File: src/rtl/auto_pilot.sv
// Wall-following autopilot: settles on a stable detector reading, picks a
// direction by hand rule, drives turns/steps and recovers from stalled turns.
module auto_pilot #(
  parameter int HAND         = 0,
  parameter int SETTLE_CYC   = 16,
  parameter int STEP_CYC     = 1000,
  parameter int TURN_TIMEOUT = 256,
  parameter int BACKOFF_CYC  = 64,
  parameter int STUCK_LIMIT  = 3,
  parameter int BARRIER_EN   = 1
) (
  input  logic       clk,
  input  logic       rst,
  input  logic       enable,
  input  logic       moving,
  input  logic       is_turning,
  input  logic [3:0] detector,
  output logic       move_forward,
  output logic       move_backward,
  output logic       trigger_turn_left,
  output logic       trigger_turn_right,
  output logic       trigger_turn_back,
  output logic       place_barrier_signal,
  output logic       destroy_barrier_signal
);

  localparam int SW = $clog2(SETTLE_CYC + 1);
  localparam int FW = $clog2(STEP_CYC + 1);
  localparam int TW = $clog2(TURN_TIMEOUT + 1);
  localparam int BW = $clog2(BACKOFF_CYC + 1);
  localparam int KW = $clog2(STUCK_LIMIT + 1);

  localparam logic [SW-1:0] SETTLE_LAST  = SW'(SETTLE_CYC - 1);
  localparam logic [FW-1:0] STEP_LAST    = FW'(STEP_CYC - 1);
  localparam logic [TW-1:0] TIMEOUT_LAST = TW'(TURN_TIMEOUT - 1);
  localparam logic [BW-1:0] BACKOFF_LAST = BW'(BACKOFF_CYC - 1);
  localparam logic [KW-1:0] STUCK_LAST   = KW'(STUCK_LIMIT - 1);

  typedef enum logic [2:0] {
    IDLE,
    SETTLE,
    DECIDE,
    TURN_WAIT,
    FORWARD,
    BACKOFF
  } state_t;

  state_t        state;
  logic [SW-1:0] settle_cnt;
  logic [FW-1:0] fwd_cnt;
  logic [TW-1:0] turn_cnt;
  logic [BW-1:0] back_cnt;
  logic [KW-1:0] stuck_cnt;
  logic [2:0]    prev_det;
  logic          back_pending;
  logic          rose;

  logic front_open;
  logic side_open;
  logic other_open;
  logic unused_det_back;

  assign front_open      = ~detector[0];
  assign side_open       = (HAND == 0) ? ~detector[2] : ~detector[1];
  assign other_open      = (HAND == 0) ? ~detector[1] : ~detector[2];
  assign unused_det_back = detector[3];

  always_ff @(posedge clk) begin
    if (rst) begin
      state                  <= IDLE;
      settle_cnt             <= '0;
      fwd_cnt                <= '0;
      turn_cnt               <= '0;
      back_cnt               <= '0;
      stuck_cnt              <= '0;
      prev_det               <= '0;
      back_pending           <= 1'b0;
      rose                   <= 1'b0;
      move_forward           <= 1'b0;
      move_backward          <= 1'b0;
      trigger_turn_left      <= 1'b0;
      trigger_turn_right     <= 1'b0;
      trigger_turn_back      <= 1'b0;
      place_barrier_signal   <= 1'b0;
      destroy_barrier_signal <= 1'b0;
    end else begin
      prev_det               <= detector[2:0];
      trigger_turn_left      <= 1'b0;
      trigger_turn_right     <= 1'b0;
      trigger_turn_back      <= 1'b0;
      place_barrier_signal   <= 1'b0;
      destroy_barrier_signal <= 1'b0;

      if (!enable) begin
        state         <= IDLE;
        move_forward  <= 1'b0;
        move_backward <= 1'b0;
        back_pending  <= 1'b0;
        rose          <= 1'b0;
        settle_cnt    <= '0;
      end else begin
        case (state)
          IDLE: begin
            state      <= SETTLE;
            settle_cnt <= '0;
          end

          SETTLE: begin
            if (detector[2:0] != prev_det || moving) begin
              settle_cnt <= '0;
            end else if (settle_cnt == SETTLE_LAST) begin
              state <= DECIDE;
            end else begin
              settle_cnt <= settle_cnt + SW'(1);
            end
          end

          DECIDE: begin
            settle_cnt <= '0;
            if (side_open) begin
              if (HAND == 0) trigger_turn_right <= 1'b1;
              else           trigger_turn_left  <= 1'b1;
              stuck_cnt <= '0;
              turn_cnt  <= '0;
              rose      <= 1'b0;
              state     <= TURN_WAIT;
            end else if (front_open) begin
              stuck_cnt    <= '0;
              fwd_cnt      <= '0;
              move_forward <= 1'b1;
              state        <= FORWARD;
            end else if (other_open) begin
              if (HAND == 0) trigger_turn_left  <= 1'b1;
              else           trigger_turn_right <= 1'b1;
              stuck_cnt <= '0;
              turn_cnt  <= '0;
              rose      <= 1'b0;
              state     <= TURN_WAIT;
            end else if (stuck_cnt == STUCK_LAST) begin
              destroy_barrier_signal <= 1'b1;
              stuck_cnt              <= '0;
              fwd_cnt                <= '0;
              move_forward           <= 1'b1;
              state                  <= FORWARD;
            end else begin
              // With barriers, the turn-back pulse is issued from TURN_WAIT one
              // cycle later so the two pulses never overlap.
              stuck_cnt <= stuck_cnt + KW'(1);
              turn_cnt  <= '0;
              rose      <= 1'b0;
              state     <= TURN_WAIT;
              if (BARRIER_EN != 0) begin
                place_barrier_signal <= 1'b1;
                back_pending         <= 1'b1;
              end else begin
                trigger_turn_back <= 1'b1;
              end
            end
          end

          TURN_WAIT: begin
            if (back_pending) begin
              trigger_turn_back <= 1'b1;
              back_pending      <= 1'b0;
              turn_cnt          <= '0;
            end else if (!rose) begin
              if (is_turning) begin
                rose <= 1'b1;
              end else if (turn_cnt == TIMEOUT_LAST) begin
                back_cnt      <= '0;
                move_backward <= 1'b1;
                state         <= BACKOFF;
              end else begin
                turn_cnt <= turn_cnt + TW'(1);
              end
            end else if (!is_turning) begin
              rose         <= 1'b0;
              fwd_cnt      <= '0;
              move_forward <= 1'b1;
              state        <= FORWARD;
            end
          end

          FORWARD: begin
            if (detector[0] || fwd_cnt == STEP_LAST) begin
              move_forward <= 1'b0;
              settle_cnt   <= '0;
              state        <= SETTLE;
            end else begin
              fwd_cnt <= fwd_cnt + FW'(1);
            end
          end

          BACKOFF: begin
            if (back_cnt == BACKOFF_LAST) begin
              move_backward <= 1'b0;
              settle_cnt    <= '0;
              state         <= SETTLE;
            end else begin
              back_cnt <= back_cnt + BW'(1);
            end
          end

          default: state <= IDLE;
        endcase
      end
    end
  end

endmodule
File: config.mk
export PLATFORM = sky130hd
export DESIGN_NAME = auto_pilot
export DESIGN_NICKNAME = d
export VERILOG_FILES = /design/src/rtl/auto_pilot.sv
export SDC_FILE = /design/constraint.sdc
export NUM_CORES = 1
export LEC_CHECK = 0
export CAP_MARGIN = 20
export CORE_MARGIN = 5
export CORE_UTILIZATION = 35
export CTS_CLUSTER_SIZE = 28
export DETAILED_ROUTE_END_ITERATION = 8
export PLACE_DENSITY = 0.55
export SKIP_CTS_REPAIR_TIMING = 1
export SLEW_MARGIN = 5
export SYNTH_ARGS = -nofsm -noshare
export SYNTH_HDL_FRONTEND = slang
export SYNTH_SLANG_ARGS = --single-unit
File: constraint.sdc
create_clock -name clk -period 2.5 [get_ports clk]
set_input_delay 0.375 -clock clk [delete_from_list [all_inputs] [get_ports clk]]
set_output_delay 0.375 -clock clk [all_outputs]
set_load 0.01 [all_outputs]
==> metrics <==
vias in the first global route 2091; synth top area cells dfxtp_1, a21oi_1, o21ai_0, nand2_1, nor2_1; Worst Hold Path Cells 2; #FFs+latches synth 48; die area 0.00891 sq mm; required time of the worst setup path 2.73 ns; Pre-Repair DR Iteration Count 4; maximum fanout along the worst path 7; worst IR drop on VDD 0.246 mV; outcome finished, violations left; I/O Buffers 14; Rows 30; Layout Utilization 44.0%; final instance count without filler cells 424; routability congestion estimate from global placement 0.838; syn_area_per_cell 8.37 sq um; routed via count 2250; HP Class reg2reg; FF-to-FF End turn_cnt[3]$_SDFFE_PP0P_; Max Freq 397 MHz; sequential cell area fraction in the yosys report 38.5%; Syn. warnings 0; top-count cell post-synth dfxtp_1; ANT nets after route 0; Via density 5.31; post-layout min period 2.52 ns; CTS H-tree lvls 2; top cells by instance count after synthesis dfxtp_1, a21oi_1, nand2_1, nor2_1, o21ai_0; hold worst-path end turn_cnt[8]$_SDFFE_PP0P_; global-route wire length before repair 9.79 mm; TritonCTS clock tree built; CP Launch Type register; Post-synth EDFFs 0; Total GRT Usage 13.5%; Fin Clk Skew 0.00559 ns; Root Driver clkbuf_8; Power Total 0.00130 W; Synth Instances 298; WP data arrival 2.76 ns; PnR worst setup slack -0.0219 ns; pwr/cell area 429 mW/mm^2; failing checks setup timing; Syn Std Cell Area 0.00249 sq mm; Die Span Y 94.4 um; Final Hold Fails 0; share of cells above drive strength 1 16.5%; initial antenna violation count 0; Post-synth ARST share 0%; RSZ-0062 raised after global routing true; Slew Viols, Final 0; top cell type's share of synthesized area 38.5%; worst-margin pin slew 0.474 ns; Synth area leader dfxtp_1; ys flop type dfxtp_1; Distinct cells, synth 55; Reg2Reg Depth 10; flop-to-flop setup slack -0.02 ns; syn_nets 313; launching point of the worst reg2reg path turn_cnt[1]$_SDFFE_PP0P_; Max-slew headroom 68.3%; Clock Path Buffers 2; setup TNS -0.0817 ns; clk slew on worst S/H paths 0.08 ns; Ports 16; final setup fails 5; Final period util 101%; max_cap viols 0; Die W 94.4 um; Clock Latency Late Sink 0.29 ns; DR DRC count 0; Routed Wire Length 5.72 mm; wire per inst 13.5 um; Crit. End Element register; NumNets Final 345; LEAKAGE 1.04 nW; ANT cells 0; total CTS buffers 5; total gr overflow 0; # clock sinks 48; DP HPWL 4.17 mm; Initial DRC Count 82; critical setup path kind reg2reg; Post-Place Cells 418; P&R area growth vs syn 21.2%; initial core utilization 36.3%; Core Area 0.00687 sq mm; hold wc startpoint turn_cnt[8]$_SDFFE_PP0P_; largest net degree at the start of global routing 19
cells in the final DEF, fill, tap and decap left out, types with 3 or more instances in the layout:
master / synthesis / layout
dfxtp_1: 48 / 46
a21oi_1: 32 / 29
buf_4: 0 / 26
nor2_1: 23 / 23
nand2_1: 23 / 23
o21ai_0: 18 / 17
clkdlybuf4s50_1: 0 / 14
or3_1: 11 / 10
nand3_1: 9 / 9
and3_1: 11 / 8
nand2b_1: 7 / 7
inv_1: 6 / 6
nor2b_1: 6 / 6
nor3_1: 7 / 6
a311oi_1: 6 / 6
a31oi_1: 5 / 5
or3b_1: 6 / 5
clkbuf_8: 0 / 5
nand3b_1: 4 / 4
a211oi_1: 4 / 4
or4_1: 5 / 4
ha_1: 6 / 4
and3_4: 0 / 3
nor3b_1: 3 / 3
xnor2_1: 3 / 3
a21oi_2: 0 / 3
flip-flops by register name, summed over array words and instances (netlist names):
signal / cells
place_barrier_signal: 1
back_cnt: 7
rose: 1
back_pending: 1
trigger_turn_back: 1
move_backward: 1
settle_cnt: 5
fwd_cnt: 10
move_forward: 1
turn_cnt: 9
prev_det: 3
stuck_cnt: 2
trigger_turn_right: 1
destroy_barrier_signal: 1
trigger_turn_left: 1
state: 3
report_power, final:
group	switching (W)	internal [W]	leakage [nW]
Combinational	0.0000554	0.0000428	0.611
Sequential	0.00000717	0.000768	0.389
Clock	0.000242	0.000181	0.0359
Total	0.000305	0.000992	1.04
per-stage QoR:
stage / cell area (sq um) / setup WS (ns) / hold WS (ns)
after floorplan: 2500 / 0.0317 / 0.432
after global placement: 2880 / -0.0827 / 0.440
after detailed placement: 2880 / -0.140 / 0.445
after CTS: 2950 / -0.151 / 0.456
after global routing: 3020 / -0.104 / 0.477
final: 3020 / -0.0219 / 0.452
worst max path at each step:
stage	start	endpoint	slack (ns)	cells after the start
floorplan	turn_cnt[0]$_SDFFE_PP0P_	turn_cnt[2]$_SDFFE_PP0P_	0.03	10
global placement	turn_cnt[0]$_SDFFE_PP0P_	turn_cnt[2]$_SDFFE_PP0P_	-0.08	10
detailed placement	turn_cnt[0]$_SDFFE_PP0P_	turn_cnt[3]$_SDFFE_PP0P_	-0.14	10
CTS	turn_cnt[0]$_SDFFE_PP0P_	turn_cnt[3]$_SDFFE_PP0P_	-0.15	10
global route	turn_cnt[1]$_SDFFE_PP0P_	turn_cnt[4]$_SDFFE_PP0P_	-0.10	10
finish	turn_cnt[1]$_SDFFE_PP0P_	turn_cnt[3]$_SDFFE_PP0P_	-0.02	10
metal layers:
metal  wire (um)  GRT usage (%)  up-vias
li1            -              -     1172
met1        2870           18.6     1051
met2        2650           21.6       21
met3         140           3.03        6
met4          47           3.25        0
met5           0              0        -
layout make-up:
class / count / area (sq um)
clock buffer: 5 / 68.8
timing repair buffer: 40 / 335
fill: 694 / 3850
inverter: 6 / 22.5
multi-input combinational: 229 / 1510
tap: 96 / 120
sequential: 48 / 963
kinds of logic after synthesis:
| kind of cell | after synthesis | share of synthesized area, % |
|---|---|---|
| AO/OA/AOI/OAI | 84 | 21.3 |
| XOR/XNOR | 3 | 1.05 |
| adder cells (fa/ha/maj) | 6 | 3.01 |
| buffers and inverters | 21 | 3.66 |
| flip-flops | 48 | 38.5 |
| multiplexers | 2 | 0.853 |
| AND/OR/NAND/NOR | 134 | 31.6 |
worst max-delay path: stages, from the launching register on:
cell,delay (ns)
dfxtp_2,0.34
ha_4,0.15
and3_4,0.17
and3_4,0.17
and3_4,0.18
ha_4,0.17
nor3_2,0.14
o21ai_1,0.09
or4_4,0.54
or3b_4,0.40
a21oi_2,0.11
Note: power is estimated with default switching activity, not from simulation.
